### config.mk
export PLATFORM = sky130hd
export DESIGN_NAME = cpuc_ctrl
export DESIGN_NICKNAME = d
export VERILOG_FILES = /design/src/rtl/cpuc_ctrl_pkg.sv /design/src/rtl/cpuc_ctrl_onehot_dec.sv /design/src/rtl/cpuc_ctrl.sv
export SDC_FILE = /design/constraint.sdc
export NUM_CORES = 1
export LEC_CHECK = 0
export BUFFER_PORTS_ARGS = -buffer_cell sky130_fd_sc_hd__buf_2
export CAP_MARGIN = 15
export CELL_PAD_IN_SITES_DETAIL_PLACEMENT = 1
export CELL_PAD_IN_SITES_GLOBAL_PLACEMENT = 1
export CORE_MARGIN = 2
export CORE_UTILIZATION = 44
export CTS_BUF_LIST = sky130_fd_sc_hd__clkbuf_4
export CTS_CLUSTER_DIAMETER = 150
export DETAILED_ROUTE_END_ITERATION = 7
export PLACE_DENSITY = 0.81
export SETUP_SLACK_MARGIN = 0.05
export SYNTH_ARGS = -nofsm -noshare
export SYNTH_HDL_FRONTEND = slang
export SYNTH_SLANG_ARGS = --single-unit
### constraint.sdc
create_clock -name clk -period 3.4 [get_ports clk]
set_clock_uncertainty 0.05 [all_clocks]
set_input_delay 0.68 -clock clk [delete_from_list [all_inputs] [get_ports clk]]
set_output_delay 0.68 -clock clk [all_outputs]
set_load 0.1 [all_outputs]
### src/rtl/cpuc_ctrl_pkg.sv
// Shared types and index map for the CPUC grid sequencer.
// The component order matches the grid's component_outputs concatenation.
package cpuc_ctrl_pkg;

    localparam int CPUC_NUM_OF_REGS   = 8;
    localparam int CPUC_NUM_OF_PC     = 1;
    localparam int CPUC_NUM_OF_ADDERS = 1;
    localparam int CPUC_NUM_OF_CMP    = 1;
    localparam int CPUC_NUM_OF_EQUAL  = 1;

    function automatic int idx_w(input int n);
        return (n <= 1) ? 1 : $clog2(n);
    endfunction

    localparam int R = CPUC_NUM_OF_REGS + CPUC_NUM_OF_PC;
    localparam int C = R + CPUC_NUM_OF_ADDERS + CPUC_NUM_OF_CMP + CPUC_NUM_OF_EQUAL;

    localparam int ADDER_BASE = R;
    localparam int CMP_BASE   = ADDER_BASE + CPUC_NUM_OF_ADDERS;
    localparam int EQUAL_BASE = CMP_BASE + CPUC_NUM_OF_CMP;

    localparam int MAX_FU_COUNT =
        (CPUC_NUM_OF_ADDERS > CPUC_NUM_OF_CMP)
            ? ((CPUC_NUM_OF_ADDERS > CPUC_NUM_OF_EQUAL) ? CPUC_NUM_OF_ADDERS : CPUC_NUM_OF_EQUAL)
            : ((CPUC_NUM_OF_CMP > CPUC_NUM_OF_EQUAL) ? CPUC_NUM_OF_CMP : CPUC_NUM_OF_EQUAL);

    localparam int REG_IDX_W  = idx_w(R);
    // One spare code point so an out-of-range unit number is representable and rejectable.
    localparam int UNIT_IDX_W = $clog2(MAX_FU_COUNT + 1);

    typedef enum logic [2:0] {
        OP_NOP = 3'd0,
        OP_MOV = 3'd1,
        OP_ADD = 3'd2,
        OP_GT  = 3'd3,
        OP_EQ  = 3'd4
    } t_cpuc_opcode;

    typedef struct packed {
        logic [2:0]            opcode;
        logic [UNIT_IDX_W-1:0] unit;
        logic [REG_IDX_W-1:0]  dst;
        logic [REG_IDX_W-1:0]  src_a;
        logic [REG_IDX_W-1:0]  src_b;
    } t_cpuc_instr;

    typedef enum logic [1:0] {
        ST_IDLE  = 2'd0,
        ST_DRIVE = 2'd1,
        ST_WRITE = 2'd2,
        ST_DONE  = 2'd3
    } t_cpuc_ctrl_state;

endpackage

### src/rtl/cpuc_ctrl_onehot_dec.sv
// Index to one-hot decoder with a global enable; all zeros when disabled.
module cpuc_onehot_dec
    import cpuc_ctrl_pkg::*;
#(
    parameter int N     = 8,
    parameter int IDX_W = 3
) (
    input  logic             en_i,
    input  logic [IDX_W-1:0] idx_i,
    output logic [N-1:0]     onehot_o
);

    always_comb begin
        onehot_o = '0;
        for (int k = 0; k < N; k++) begin
            onehot_o[k] = en_i && (int'(idx_i) == k);
        end
    end

endmodule

### src/rtl/cpuc_ctrl.sv
// Sequences one micro-instruction at a time onto the CPUC grid tri-state enables,
// keeping every shared bus at zero or one driver per cycle.
module cpuc_ctrl
    import cpuc_ctrl_pkg::*;
#(
    parameter int NUM_OF_REGS   = CPUC_NUM_OF_REGS,
    parameter int NUM_OF_PC     = CPUC_NUM_OF_PC,
    parameter int NUM_OF_ADDERS = CPUC_NUM_OF_ADDERS,
    parameter int NUM_OF_CMP    = CPUC_NUM_OF_CMP,
    parameter int NUM_OF_EQUAL  = CPUC_NUM_OF_EQUAL,
    parameter int EXEC_CYCLES   = 1,
    localparam int NR = NUM_OF_REGS + NUM_OF_PC,
    localparam int NF = NUM_OF_ADDERS + NUM_OF_CMP + NUM_OF_EQUAL,
    localparam int NC = NR + NF
) (
    input  logic            clk,
    input  logic            rst,
    input  logic            instr_valid,
    output logic            instr_ready,
    input  t_cpuc_instr     instr,
    output logic [NR-1:0]   op_a_en,
    output logic [NR-1:0]   op_b_en,
    output logic [NF-1:0]   op_unit_en,
    output logic [NC-1:0]   comp_to_reg_en,
    output logic [NR-1:0]   reg_load_en,
    output logic            busy,
    output logic            instr_done,
    output logic            illegal_op
);

    localparam int CNT_W  = idx_w(EXEC_CYCLES);
    localparam int FU_W   = idx_w(NF);
    localparam int CIDX_W = idx_w(NC);
    localparam logic [CNT_W-1:0] CNT_LOAD = CNT_W'(EXEC_CYCLES - 1);

    t_cpuc_ctrl_state state_q, state_d;
    logic [CNT_W-1:0] cnt_q, cnt_d;
    t_cpuc_instr      instr_q, instr_d;
    logic             illegal_d;

    logic ready_q, busy_q, done_q, illegal_q;
    logic [NR-1:0] op_a_q, op_b_q, load_q;
    logic [NF-1:0] unit_q;
    logic [NC-1:0] comp_q;

    logic [NR-1:0] op_a_dec, op_b_dec, load_dec;
    logic [NF-1:0] unit_dec;
    logic [NC-1:0] comp_dec;

    logic              is_alu, opnd_en, write_en;
    logic [FU_W-1:0]   fu_idx;
    logic [CIDX_W-1:0] comp_idx;

    function automatic logic instr_legal(input t_cpuc_instr i);
        logic ok;
        ok = (int'(i.dst) < NR) && (int'(i.src_a) < NR) && (int'(i.src_b) < NR);
        case (i.opcode)
            OP_NOP, OP_MOV: ;
            OP_ADD:  ok = ok && (int'(i.unit) < NUM_OF_ADDERS);
            OP_GT:   ok = ok && (int'(i.unit) < NUM_OF_CMP);
            OP_EQ:   ok = ok && (int'(i.unit) < NUM_OF_EQUAL);
            default: ok = 1'b0;
        endcase
        return ok;
    endfunction

    always_ff @(posedge clk or negedge rst) begin
        if (!rst) begin
            state_q <= ST_IDLE;
            cnt_q   <= '0;
            instr_q <= '0;
        end else begin
            state_q <= state_d;
            cnt_q   <= cnt_d;
            instr_q <= instr_d;
        end
    end

    always_comb begin
        state_d   = state_q;
        cnt_d     = cnt_q;
        instr_d   = instr_q;
        illegal_d = 1'b0;
        case (state_q)
            ST_IDLE: begin
                if (instr_valid && ready_q) begin
                    if (instr_legal(instr)) begin
                        instr_d = instr;
                        case (instr.opcode)
                            OP_NOP:  state_d = ST_DONE;
                            OP_MOV:  state_d = ST_WRITE;
                            default: begin
                                state_d = ST_DRIVE;
                                cnt_d   = CNT_LOAD;
                            end
                        endcase
                    end else begin
                        illegal_d = 1'b1;
                    end
                end
            end
            ST_DRIVE: begin
                if (cnt_q == '0) state_d = ST_WRITE;
                else             cnt_d   = cnt_q - 1'b1;
            end
            ST_WRITE: state_d = ST_DONE;
            default:  state_d = ST_IDLE;
        endcase
    end

    // Enables are decoded from the next state so the registered copies switch exactly at state entry.
    always_comb begin
        is_alu   = (instr_d.opcode == OP_ADD) || (instr_d.opcode == OP_GT) || (instr_d.opcode == OP_EQ);
        opnd_en  = is_alu && ((state_d == ST_DRIVE) || (state_d == ST_WRITE));
        write_en = (state_d == ST_WRITE);
        fu_idx   = '0;
        case (instr_d.opcode)
            OP_ADD:  fu_idx = FU_W'(int'(instr_d.unit));
            OP_GT:   fu_idx = FU_W'(NUM_OF_ADDERS + int'(instr_d.unit));
            OP_EQ:   fu_idx = FU_W'(NUM_OF_ADDERS + NUM_OF_CMP + int'(instr_d.unit));
            default: ;
        endcase
        comp_idx = is_alu ? CIDX_W'(NR + int'(fu_idx)) : CIDX_W'(int'(instr_d.src_a));
    end

    cpuc_onehot_dec #(.N(NR), .IDX_W(REG_IDX_W)) u_dec_a (
        .en_i(opnd_en), .idx_i(instr_d.src_a), .onehot_o(op_a_dec));
    cpuc_onehot_dec #(.N(NR), .IDX_W(REG_IDX_W)) u_dec_b (
        .en_i(opnd_en), .idx_i(instr_d.src_b), .onehot_o(op_b_dec));
    cpuc_onehot_dec #(.N(NF), .IDX_W(FU_W)) u_dec_unit (
        .en_i(opnd_en), .idx_i(fu_idx), .onehot_o(unit_dec));
    cpuc_onehot_dec #(.N(NC), .IDX_W(CIDX_W)) u_dec_comp (
        .en_i(write_en), .idx_i(comp_idx), .onehot_o(comp_dec));
    cpuc_onehot_dec #(.N(NR), .IDX_W(REG_IDX_W)) u_dec_load (
        .en_i(write_en), .idx_i(instr_d.dst), .onehot_o(load_dec));

    always_ff @(posedge clk or negedge rst) begin
        if (!rst) begin
            ready_q   <= 1'b0;
            busy_q    <= 1'b0;
            done_q    <= 1'b0;
            illegal_q <= 1'b0;
            op_a_q    <= '0;
            op_b_q    <= '0;
            unit_q    <= '0;
            comp_q    <= '0;
            load_q    <= '0;
        end else begin
            ready_q   <= (state_d == ST_IDLE);
            busy_q    <= (state_d != ST_IDLE);
            done_q    <= (state_d == ST_DONE);
            illegal_q <= illegal_d;
            op_a_q    <= op_a_dec;
            op_b_q    <= op_b_dec;
            unit_q    <= unit_dec;
            comp_q    <= comp_dec;
            load_q    <= load_dec;
        end
    end

    assign instr_ready    = ready_q;
    assign busy           = busy_q;
    assign instr_done     = done_q;
    assign illegal_op     = illegal_q;
    assign op_a_en        = op_a_q;
    assign op_b_en        = op_b_q;
    assign op_unit_en     = unit_q;
    assign comp_to_reg_en = comp_q;
    assign reg_load_en    = load_q;

endmodule

== Word level (Yosys, flattened, before mapping) ==
Cells that the tools add are included.

* $lt $le $gt $ge: 4
* Add/sub/neg operators: 4
* Multiplexer cells: 21
* Equality and inequality tests: 52
* Reductions and logical operators: 63

{| class="wikitable"
|+ Operators by type and width
! kind !! number
|-
| $eq 4x4->1 const B || 23
|-
| $mux 16 || 3
|-
| $logic_and 1x1->1 || 47
|-
| $eq 4x3->1 const B || 8
|-
| $eq 4x2->1 const B || 4
|-
| $logic_not 4->1 || 4
|-
| $eq 3x2->1 const B || 4
|-
| $lt 4x4->1 const B || 3
|-
| $pmux 2 s3 || 2
|-
| $eq 2x2->1 const B || 5
|-
| $mux 1 || 9
|-
| $eq 3x3->1 const B || 2
|-
| $logic_not 2->1 || 3
|-
| $mux 2 || 3
|-
| $ne 2x2->1 const B || 3
|-
| $add 4x2->4 const A || 1
|-
| $eq 2x1->1 const B || 2
|-
| $mux 4 || 1
|-
| $pmux 1 s2 || 2
|-
| $pmux 2 s2 || 1
|-
| $reduce_and 4->1 || 1
|-
| $reduce_bool 2->1 || 2
|-
| $eq 3x1->1 const B || 1
|-
| $logic_not 3->1 || 1
|-
| other kinds (7) || 9
|}

* Register bits after elaboration: 65
* Word-level logic and storage cells: 160
* Output and inout port bits: 46

== Longest topological paths before layout ==
Gate-level depths: netlist of the first run.

* Depth in word-level cells: 16
* Gate-level depth with buffers: 12
* Gate-level depth less buffers: 10

== Cells and area by module ==
A second synthesis of the first run with hierarchy kept.

* Cell total of the unflattened synthesis: 230
* Area, all modules: 2812.7 sq um

{| class="wikitable"
|+ Modules (own cells, without submodules)
! module !! instances !! area an instance (sq um) !! cells each
|-
| cpuc_ctrl || 1 || 2448.6 || 164
|-
| cpuc_onehot_dec (u_dec_a ...) || 3 || 80.1 || 15
|-
| cpuc_onehot_dec (u_dec_comp) || 1 || 93.8 || 18
|-
| cpuc_onehot_dec (u_dec_unit) || 1 || 30.0 || 3
|}

== Worst setup path after synthesis of the first run ==
OpenSTA, ideal clock, no wires.

* Path kind: reg-to-reg
* Start: reg ready_q, in the netlist instr_ready
* End: reg comp_q[10], in the netlist comp_to_reg_en[10]
* Library setup time: 86 ps
* Stages on the path, launching flop included: 11
* Data required time: 3264 ps
* Clock period less this slack: 3333 ps
* Arrival: 3196 ps
* Setup slack: 67 ps
* Cells stage by stage: dfrtp_1 -> and3_1 -> clkbuf_1 -> clkbuf_1 -> nand4_1 -> a221oi_1 -> o21ai_0 -> ha_1 -> a41oi_1 -> a211o_1 -> nor3_1

* Cells in the longest elaborated chain, start to end: 9
* Elaborated cells on any way between the ends: 18

{| class="wikitable"
|+ Ends and longest elaborated chain
! element !! line !! RTL
|-
| from (decl) || cpuc_ctrl.sv:41 || <nowiki>logic ready_q, busy_q, done_q, illegal_q;</nowiki>
|-
| from (signal assigned) || cpuc_ctrl.sv:149 || <nowiki>ready_q <= (state_d == ST_IDLE);</nowiki>
|-
| $logic_and 1x1->1 (*) || cpuc_ctrl.sv:86 || <nowiki>if (instr_valid && ready_q) begin</nowiki>
|-
| $mux 16 || cpuc_ctrl.sv:86 ||
|-
| $mux 16 || cpuc_ctrl.sv:84 || <nowiki>case (state_q)</nowiki>
|-
| $add 2x1->2, or another cell as far along || cpuc_ctrl.sv:120 || <nowiki>OP_EQ: fu_idx = FU_W'(NUM_OF_ADDERS + NUM_OF_CMP + int'(instr_d.unit));</nowiki>
|-
| $pmux 2 s3 or $logic_or 1x1->1 (tied branches) || cpuc_ctrl.sv:117, cpuc_ctrl.sv:113 ||
|-
| $add 4x2->4 or $logic_or 1x1->1 (tied branches) || cpuc_ctrl.sv:123, cpuc_ctrl.sv:113 ||
|-
| $mux 4 || cpuc_ctrl.sv:123 || <nowiki>comp_idx = is_alu ? CIDX_W'(NR + int'(fu_idx)) : CIDX_W'(int'(instr_d.src_a));</nowiki>
|-
| $eq 4x4->1 || cpuc_ctrl_onehot_dec.sv:16 || <nowiki>onehot_o[k] = en_i && (int'(idx_i) == k);</nowiki>
|-
| $logic_and 1x1->1 (*) || cpuc_ctrl_onehot_dec.sv:16 ||
|-
| net comp_dec[10] || cpuc_ctrl.sv:48 || <nowiki>logic [NC-1:0] comp_dec;</nowiki>
|-
| to (signal assigned) || cpuc_ctrl.sv:156 || <nowiki>comp_q <= comp_dec;</nowiki>
|-
| to (decl) || cpuc_ctrl.sv:44 || <nowiki>logic [NC-1:0] comp_q;</nowiki>
|}

Mark *: on every way through the listed nets, which the timed path passes. The rest lies on a longest branch.
A chain may end at the register's enable or synchronous reset.

== Final worst setup path of the first run ==
* Start: reg state_q[1]
* End: reg comp_q[0], in the netlist comp_to_reg_en[0]

* Cells in the longest elaborated chain, start to end: 8
* Elaborated cells on any way between the ends: 21

{| class="wikitable"
|+ Ends and longest elaborated chain
! element !! line !! RTL
|-
| from (decl) || cpuc_ctrl.sv:36 || <nowiki>t_cpuc_ctrl_state state_q, state_d;</nowiki>
|-
| from (signal assigned) || cpuc_ctrl.sv:73 || <nowiki>state_q <= state_d;</nowiki>
|-
| $logic_not 2->1 || cpuc_ctrl.sv:84 ||
|-
| $mux 16 || cpuc_ctrl.sv:84 ||
|-
| $add 2x1->2, or another cell as far along || cpuc_ctrl.sv:120 ||
|-
| $pmux 2 s3 or $logic_or 1x1->1 (tied branches) || cpuc_ctrl.sv:117, cpuc_ctrl.sv:113 ||
|-
| $add 4x2->4 or $logic_or 1x1->1 (tied branches) || cpuc_ctrl.sv:123, cpuc_ctrl.sv:113 ||
|-
| $mux 4 || cpuc_ctrl.sv:123 ||
|-
| $logic_not 4->1 || cpuc_ctrl_onehot_dec.sv:16 ||
|-
| $logic_and 1x1->1 (*) || cpuc_ctrl_onehot_dec.sv:16 ||
|-
| net comp_dec[0] || cpuc_ctrl.sv:48 ||
|}

Marks and branches as above.

==> run metrics, run 1 <==
arrival time at the worst endpoint approximately 3300 ps; CTS Sinks between 60 and 70; CTS Root Cell clkbuf_4; via count of the first global-routing pass 2891; CTS clock-pin slew for the worst setup and hold paths 120 ps; synth-to-layout area growth 20.81%; number of distinct library cell variants in the gate-level netlist after synthesis 54; Tmin final 3014 ps; overall global routing resource usage between 20% and 30%; number of buffers inserted during clock tree synthesis 9; Slew Viols, Final 0; number of hold-repair buffers added at the cts stage 0; die span in x roughly 90 µm; clock latency at the later pin of the worst-skew pair between 400 and 500 ps; clock tree from TritonCTS done; DRC Markers 0; number of hold-slack violations in the final timing report 0; Worst Hold Margin between 200 and 250 ps; number of standard cells in the layout, taps in and fillers out 487; leading register cell type out of synthesis dfrtp_1; count of flip-flops with a built-in enable after synthesis 0; number of detailed-route iterations in the first pass 4; Worst Setup End Kind flip-flop; GR Overflow Total 0; vias after detailed routing 2748; IR drop worst, VDD around 430 µV; share of layout cells above drive strength 1 32.47%; mean post-synth cell area 10.75 µm²; number of vias per cell 5.643; n_diodes 0; run status finished clean; worst setup path class reg2reg; HPWL after DPL 6597 µm; drt first-iter violations around 160; asr flop ratio synth 100.0%; maximum buffer depth of the clock tree 2; first element of the critical path state_q[1]; die boundary height 89.74 µm; launching element type of the critical path flip-flop; wire length of the first global-routing pass 14260 µm; achievable frequency 331.8 MHz; part of the Yosys area used for sequential elements 49.52%; slew margin rel. 54.47%; accumulated negative setup slack 0 ps; H-tree depth reported by CTS 3; number of setup buffers added after CTS 0; antenna violations before repair 0; number of cells after detailed placement roughly 470; number of gates given a new drive strength after cts 0; reg-to-reg endpoint comp_to_reg_en[0]; Post-Syn Area about 3200 µm²; core outline area 7176 µm²; leakage power of the design 1.888 nW; Worst R2R Setup Slack 390 ps; count of maximum capacitance violations 0; total nets after synthesis 329; post-synthesis cell count 301; Top-Level Pins 65; final weighted congestion in routability-driven placement 0.9639; PwrDens 886.6 nW/µm²; net count of the finished layout roughly 410; origin of the critical flop-to-flop path state_q[1]; antenna viol nets, final 0; unrepaired setup endpoints after global routing false; Site Rows 31; Port-buffer cells 64; number of flip-flops and latches in the synthesized netlist 64; worst r2r path cells 11; transition time at the pin with the least slew margin 683.0 ps; post-route clock period utilization 88.63%; class of the most critical hold timing path in2async; Synthesis Warnings 0; Wirelength per Cell 17.90 µm; maximum number of pins on one net before global-route repair 36; Crit Path Max Fanout 6; Req. time, crit path 3690 ps; count of final setup violators 0; sum of routed wire length over all layers 8717 µm; Die Footprint 8052 µm²; effective utilization at floorplan 45.07%
==> cells by family after synthesis <==
logic type / after synthesis / share of synthesized area, %
and+or+nand+nor: 111 / 19.85
DFF: 64 / 49.52
AOI/OAI and AO/OA: 62 / 14.00
muxes: 28 / 9.129
buffers and inverters: 25 / 3.482
adders and majority gates: 9 / 3.482
xor gates and xnor gates: 2 / 0.5417
==> cell usage in the layout, fill, tap and decap left out, drive strengths merged, types with 2 or more instances in the layout <==
cell and instances:
a211oi 5, a21boi 3, a21o 2, a21oi 6, a221oi 2, a31oi 9, a41oi 2, and2 4
and3 6, buf 87, clkbuf 10, clkinv 4, dfrtp 64, ha 9, inv 9, mux2 12
mux2i 16, nand2 11, nand2b 4, nand3 7, nand3b 2, nand4 5, nor2 21, nor2b 12
nor3 22, nor3b 5, nor4 5, nor4b 3, o21ai 9, o22ai 2, o311a 2, o31ai 11
or3b 2, xnor2 2
==> area by class of cell <==
cell class | instances | area, µm²
fill | 842 | 3268
timing repair buffer | 87 | 493.0
multi-input combinational | 212 | 1520
sequential | 64 | 1602
inverter | 9 | 33.78
clock buffer | 10 | 75.07
clock inverter | 6 | 60.06
tap | 99 | 123.9
==> registers in the layout, indices dropped and copies added, names as in the netlist <==
register        cells
illegal_op          1
op_unit_en          3
busy                1
state_q             2
comp_to_reg_en     12
op_a_en             9
op_b_en             9
instr_ready         1
instr_q            16
reg_load_en         9
instr_done          1
==> stage by stage <==
step | power [mW] | util, % | setup WS [ps] | area [µm²]
6_report | 3.464 | 54.46 | 386.4 | 3908
3_3_place_gp | 2.900 | 52.57 | 149.6 | 3772
3_5_place_dp | 2.961 | 52.57 | 38.19 | 3772
4_1_cts | 3.480 | 54.46 | 377.0 | 3908
5_1_grt | 3.658 | 54.46 | 66.84 | 3908
2_1_floorplan | 2.441 | - | 67.40 | 3234
==> synthesized netlist by cell type, types with 2 or more instances <==
cell	number	area [µm²]
a21boi_0	3	22.52
nor3b_1	5	37.54
a211oi_1	4	30.03
inv_1	9	33.78
and2_1	4	25.02
xnor2_1	2	17.52
nand3_1	6	30.03
ha_1	9	112.6
nand2_1	10	37.54
dfrtp_1	64	1602
nand4_1	5	31.28
o21ai_1	2	10.01
a21o_1	2	15.01
o311a_1	2	20.02
a21oi_1	6	30.03
nand2b_1	4	25.02
and3_1	6	37.54
nor2_1	21	78.83
buf_2	6	30.03
mux2i_1	16	160.2
mux2_2	12	135.1
nand3b_1	2	15.01
o21ai_0	6	30.03
a31oi_1	9	56.30
nor4b_2	3	45.04
o31ai_1	9	67.56
a221oi_1	2	17.52
clkbuf_1	8	30.03
o31ai_2	2	25.02
a41oi_1	2	17.52
nor3_1	21	105.1
nor4_1	5	31.28
nor2b_1	12	75.07
o22ai_1	2	12.51
==> worst max-delay path, stage by stage (launching register included) <==
cell	delay, ps
dfrtp_1	440
inv_1	110
ha_1	220
nand3_1	200
o31ai_1	370
a221oi_1	150
o21ai_0	360
ha_1	300
a41oi_1	250
a211oi_2	110
buf_4	170
nor3_1	180
==> routing by layer <==
metal	share of wire [%]	track usage, %
met1	41	27.43
met2	51	37.31
met3	5.8	4.694
met4	2.9	11.03
met5	0	0
==> power breakdown <==
| part | switching, mW | internal (mW) | total, mW |
|---|---|---|---|
| Combinational | 1.37 | 0.554 | 1.92 |
| Clock | 0.285 | 0.228 | 0.513 |
| Sequential | 0.109 | 0.921 | 1.03 |
==> how the worst max path moves through the flow <==
stage / cells after the start / slack, ps / to
floorplan: 10 / 70 / comp_to_reg_en[10]
global placement: 13 / 150 / comp_to_reg_en[10]
detailed placement: 13 / 40 / comp_to_reg_en[8]
CTS: 11 / 380 / comp_to_reg_en[0]
global route: 11 / 70 / comp_to_reg_en[9]
finish: 11 / 390 / comp_to_reg_en[0]
(Power assumes the default switching activity.)
==> run 2: changes to the inputs <==
Settings changed: ABC_AREA set to 1, CORE_UTILIZATION 44 to 41, PLACE_DENSITY 0.81 to 0.8.
==> run metrics, run 2 <==
run status finished clean; post-synthesis share of cell area spent on and, or, nand and nor gates 25.39% (+5.5 points); wire length of the first global-routing pass 10560 µm (-26%); die boundary height 85.38 µm (-4.9%); max incr delay on CP 420 ps (-20 ps); Crit Path Max Fanout 7 (+1); n_diodes 0 (unchanged); Port-buffer cells 64 (unchanged); antenna violations before repair 0 (unchanged); mean post-synth cell area 9.527 µm² (-11%); leading register cell type out of synthesis dfrtp_1; count of maximum capacitance violations 0 (unchanged); Synthesis Warnings 0 (unchanged); part of the Yosys area used for sequential elements 58.99% (+9.5 points); maximum buffer depth of the clock tree 2 (unchanged); achievable frequency 352.8 MHz (+6.3%); count of final setup violators 0 (unchanged); Top-Level Pins 65 (unchanged); overall global routing resource usage 18.93% (-3.3 points); share of the synthesized area in the top cell type 58.99% (+9.5 points); synth-to-layout area growth 22.77%; commonest cells after routing, fill and taps aside 64 x dfrtp_1, 64 x buf_2, 48 x nand2_1; number of flip-flops and latches in the synthesized netlist 64 (unchanged); accumulated negative setup slack 0 ps (unchanged); max FFs per register 16 (unchanged); critical path's slowest cell dfrtp_1; clock tree from TritonCTS done; number of hold-repair buffers added at the cts stage 0 (unchanged); largest cells by area after synthesis dfrtp_1 59%, nand2_1 6.6%, nor2_1 6.5%; CTS Sinks 64 (unchanged); leakage power of the design 1.924 nW (+1.9%); Tmin final 2834 ps (-179.2 ps); slew margin rel. 34.71% (-20 points); vias after detailed routing 2117 (-23%); net count of the finished layout 388 (-5.6%); Biggest register instr_q; largest family of logic cells by synthesized area simple AND/OR/NAND/NOR gates; post-synthesis cell count 285 (-5.3%); IR drop worst, VDD 634.1 µV (+47%); via count of the first global-routing pass 2342 (-19%); Wirelength per Cell 13.94 µm (-22%); number of gates given a new drive strength after cts 0 (unchanged); post-synthesis adder-cell area fraction 4.147% (+0.67 points); number of detailed-route iterations in the first pass 4 (unchanged); number of distinct library cell variants in the gate-level netlist after synthesis 26 (-52%); class of the most critical hold timing path in2async; effective utilization at floorplan 42.52% (-2.6 points); number of vias per cell 4.790 (-15%); chain of cells forming the critical path inv_1, ha_1, inv_1, nor2_2, nand3_1, nand2_1, nand2_2, inv_2, nand2_4, o21ai_0, inv_1, ha_1, inv_1, nand2_1, nand2_1, nand2_1, nor2_1; HPWL after DPL 4545 µm (-31%); antenna viol nets, final 0 (unchanged); GR Overflow Total 0 (unchanged); CTS Root Cell clkbuf_4; Die Footprint 7289 µm² (-9.5%); Post-Syn Area 2715 µm² (-16%); H-tree depth reported by CTS 3 (unchanged); drt first-iter violations 34 (-78%); asr flop ratio synth 100.0% (unchanged); number of hold-slack violations in the final timing report 0 (unchanged); final weighted congestion in routability-driven placement 0.7733 (-20%); Req. time, crit path 3690 ps (about the same); unrepaired setup endpoints after global routing false; leading cell type by number of instances after synthesis dfrtp_1; Worst Setup End Kind flip-flop; launching element type of the critical path flip-flop; die span in x 85.38 µm (-4.9%); number of setup buffers added after CTS 0 (unchanged); clock latency at the later pin of the worst-skew pair 410 ps (-30 ps); transition time at the pin with the least slew margin 979.4 ps (+296.4 ps); PwrDens 1101 nW/µm² (+24%); CTS clock-pin slew for the worst setup and hold paths 110 ps (about the same); Site Rows 29 (-6.5%); core outline area 6386 µm² (-11%); total nets after synthesis 313 (-4.9%); maximum number of pins on one net before global-route repair 46 (+28%); worst setup path class reg2reg; complex-gate fraction of the synthesized area 3.779% (-10 points); DRC Markers 0 (unchanged); count of flip-flops with a built-in enable after synthesis 0 (unchanged); arrival time at the worst endpoint 3130 ps (-170 ps); Slew Viols, Final 0 (unchanged); synthesized-area fraction occupied by xor and xnor cells 0% (-0.54 points); post-route clock period utilization 83.36% (-5.3 points); top post-synthesis cells by count 64 x dfrtp_1, 48 x nand2_1, 47 x nor2_1; mux cell area share after synthesis 0% (-9.1 points); total power 3.668 mW (+5.9%); share of layout cells above drive strength 1 32.33% (-0.15 points); number of buffers inserted during clock tree synthesis 9 (unchanged); filler cell count in the final layout 773 (-8.2%); Synth area leader dfrtp_1; sum of routed wire length over all layers 6161 µm (-29%)
## run 2: cell families (layout without fill, tap and decap cells)
logic type	after synthesis	count (layout)
buffers and inverters	50	130
AO/OA/AOI/OAI	16	16
adder cells (fa/ha/maj)	9	9
AND/OR/NAND/NOR	146	146
flip-flops	64	64
## run 2: critical path: cells and delay by family (launching register included)
kind	cells	cell delay, ps
and+or+nand+nor	9	1070
adders and majority gates	2	480
buffers and inverters	5	430
DFF	1	420
AOI/OAI and AO/OA	1	330
## run 2: cell type report
type	count	area (µm²)	area share (%)
Clock inverter	6	131.4	3.941
Inverter	47	181.4	5.443
Sequential cell	64	1602	48.05
Clock buffer	10	75.07	2.252
Multi-Input combinational cell	171	904.6	27.14
Tap cell	77	96.34	2.890
Timing Repair Buffer	67	342.8	10.29
## run 2: final timing paths
path                                   from                  to  slack, ps  cells past startpoint
worst max-delay path             state_q[1]   comp_to_reg_en[9]        570                     17
worst min-delay path                    rst          op_a_en[0]        380                      1
worst max register to register   state_q[1]   comp_to_reg_en[9]        570                     17
worst min register to register  instr_q[13]         instr_q[13]        460                      2
max in group asynchronous               rst  comp_to_reg_en[10]       2100                      2
min in group clk                instr_q[13]         instr_q[13]        460                      2
## run 2: power breakdown
part	internal, mW	total, mW	switching, mW
logic	0.374	1.93	1.56
clock network	0.452	0.722	0.270
registers	0.954	1.01	0.0582
## run 2: routing by layer
| metal | share of wire, % | vias up | GRT usage, % |
|---|---|---|---|
| li1 | - | 1021 | - |
| met1 | 40 | 1027 | 21.81 |
| met2 | 52 | 55 | 33.45 |
| met3 | 5.2 | 14 | 3.696 |
| met4 | 2.3 | 0 | 9.380 |
| met5 | 0 | - | 0 |
## run 2: through the flow
| step | setup WS [ps] | hold WS (ps) | std cells | instance area, µm² | utilization (%) |
|---|---|---|---|---|---|
| floorplan | 444.3 | 334.4 | 285 | 2715 | - |
| global placement | 479.9 | 432.0 | 426 | 3127 | 48.96 |
| detailed placement | 372.9 | 445.8 | 426 | 3127 | 48.96 |
| CTS | 513.5 | 394.5 | 442 | 3333 | 52.19 |
| global route | 191.0 | 445.5 | 442 | 3333 | 52.19 |
| finish | 565.7 | 379.3 | 442 | 3333 | 52.19 |
==> run 3: changes to the inputs <==
Settings changed: ABC_AREA 1 to 0, CORE_UTILIZATION 41 to 40, PLACE_DENSITY 0.8 to 0.77.
Clock period 3.4 ns to 2.4 ns, I/O delays scaled along.
==> run metrics, run 3 (synthesis results as in run 1) <==
minimum setup slack after placement -567.3 ps (-940.2 ps); run status finished, violations left; Flop pwr share 23.5% (-4.1 points); Slew Viols, Final 0 (unchanged); sum of routed wire length over all layers 11960 µm (+94%); transition time at the pin with the least slew margin 905.2 ps (-74.22 ps); class of the most critical hold timing path in2reg; accumulated negative setup slack -4468 ps (-4468 ps); clock tree from TritonCTS done; maximum number of pins on one net before global-route repair 35 (-24%); violated checks setup timing; Internal 3.182 mW (+79%); maximum buffer depth of the clock tree 2 (unchanged); unrepaired setup endpoints after global routing true; CTS clock-pin slew for the worst setup and hold paths 110 ps (about the same); drt first-iter violations 131 (+290%); Req. time, crit path 2710 ps (-980 ps); area of all placed cells without fillers 4803 µm² (+44%); number of detailed-route iterations in the first pass 4 (unchanged); Top-Level Pins 65 (unchanged); switching part of the total 48.93% (-2.5 points); antenna violations before repair 0 (unchanged); slew margin rel. 39.02% (+4.3 points); Biggest register instr_q; die boundary height 93.92 µm (+10%); fraction of power consumed by combinational cells 63.2% (+10 points); leakage power of the design 2.297 nW (+19%); number of cells after detailed placement 532 (+25%); achievable frequency 357.0 MHz (+1.2%); count of final setup violators 26 (+26); Site Rows 32 (+10%); net count of the finished layout 485 (+25%); commonest cells after routing, fill and taps aside 91 x buf_4, 64 x buf_2, 63 x dfrtp_1; wire length of the first global-routing pass 17120 µm (+62%); utilization after layout 61.84% (+9.6 points); total power 6.230 mW (+70%); Wirelength per Cell 21.24 µm (+52%); CTS Root Cell clkbuf_4; count of maximum capacitance violations 0 (unchanged); Tmin final 2801 ps (-33.15 ps); post-route worst setup slack -401.2 ps (-966.9 ps); worst setup path class reg2reg; PwrDens 1297 nW/µm² (+18%); number of vias per cell 5.703 (+19%); post-route clock period utilization 116.7% (+33 points); n_diodes 0 (unchanged); Crit Path Max Fanout 6 (-1); core outline area 7767 µm² (+22%); die span in x 93.92 µm (+10%); Port-buffer cells 64 (unchanged); share of layout cells above drive strength 1 51.84% (+20 points); Post-DP Area 4319 µm² (+38%); number of buffers inserted during clock tree synthesis 9 (unchanged); overall global routing resource usage 25.67% (+6.7 points); Worst Hold Margin 382.5 ps (+3.176 ps); filler cell count in the final layout 861 (+11%); HPWL after DPL 7647 µm (+68%); DRC Markers 0 (unchanged); IR drop worst, VDD 979.3 µV (+54%); launching element type of the critical path flip-flop; CTS Sinks 64 (unchanged); most frequent standard cell in the layout excluding fill and tap cells buf_4; synth-to-layout area growth 48.51%; arrival time at the worst endpoint 3110 ps (-20 ps); power spent charging and discharging nets 3.049 mW (+62%); clock latency at the later pin of the worst-skew pair 440 ps (+30 ps); vias after detailed routing 3211 (+52%); effective utilization at floorplan 41.64% (-0.88 points); number of standard cells in the layout, taps in and fillers out 563 (+27%); final weighted congestion in routability-driven placement 0.8875 (+15%); clock network fraction of total power 13.3% (-6.4 points); antenna viol nets, final 0 (unchanged); GR Overflow Total 0 (unchanged); H-tree depth reported by CTS 3 (unchanged); max FFs per register 16 (unchanged); number of hold-slack violations in the final timing report 0 (unchanged); via count of the first global-routing pass 3301 (+41%); Die Footprint 8821 µm² (+21%); Worst Setup End Kind flip-flop
-- run 3: changes by cell type in the layout (fill, tap and decap cells not counted), moves of 6 or more --
cell | previous run | this run
buf_4 | 3 | 91
nand2_1 | 48 | 10
inv_1 | 38 | 7
nor2_1 | 47 | 20
nand3_1 | 22 | 5
mux2i_1 | 0 | 15
mux2_2 | 0 | 12
nor2b_1 | 0 | 12
nor3_2 | 1 | 12
a31oi_1 | 0 | 7
nand2_2 | 8 | 1
o31ai_1 | 0 | 7
inv_2 | 8 | 2
-- run 3: power by group through the flow --
stage | clock [mW] | sequential, mW | combinational, mW
floorplan | 0 | 2.30 | 1.25
CTS | 0.826 | 1.46 | 3.39
detailed placement | 0 | 1.47 | 3.24
global placement | 0 | 1.45 | 3.13
global route | 0.886 | 1.49 | 4.13
finish | 0.829 | 1.46 | 3.94
-- run 3: timing repair --
| action | in CTS | in global routing |
|---|---|---|
| cloned | 0 | 0 |
| setup endpoints to repair | 17 | 42 |
| hold buffers | 1 | 0 |
| gates resized for setup | 17 | 28 |
| endpoints found under the hold margin | 10 | 0 |
| buffers inserted | 4 | 11 |
| pin swaps | 5 | 13 |
-- run 3: metal layers --
metal	vias up	GRT usage, %	share of wire [%]
met3	43	3.772	4.7
li1	1420	-	-
met2	123	44.70	52
met5	-	0	0
met4	0	9.903	3.8
met1	1625	32.07	40
-- run 3: layout make-up --
cell class / instances / area (µm²) / area share, %
inverters: 9 / 33.78 / 0.7033
well taps: 102 / 127.6 / 2.657
repair buffers: 161 / 1079 / 22.45
clock inverters: 5 / 72.57 / 1.511
flip-flops and latches: 64 / 1605 / 33.42
clock buffers: 10 / 75.07 / 1.563
multi-input cells: 212 / 1810 / 37.69
-- run 3: worst max-delay path: stages (launching register included) --
cell	delay (ps)
dfrtp_1	410
inv_2	90
ha_4	160
and3_4	230
nand4_1	130
a221oi_2	350
o21ai_1	180
ha_1	390
a41oi_4	300
a211oi_4	110
buf_6	180
nor3_2	150
-- run 3: final timing paths --
check / start / endpoint / slack [ps] / depth (start not counted)
min: instr[7] / instr_q[7] / 380 / 3
max in group asynchronous: rst / instr_ready / 1360 / 3
min reg2reg: instr_q[3] / instr_q[3] / 530 / 1
max reg2reg: state_q[0] / comp_to_reg_en[0] / -400 / 11
min in group asynchronous: rst / comp_to_reg_en[7] / 430 / 2
max: state_q[0] / comp_to_reg_en[0] / -400 / 11
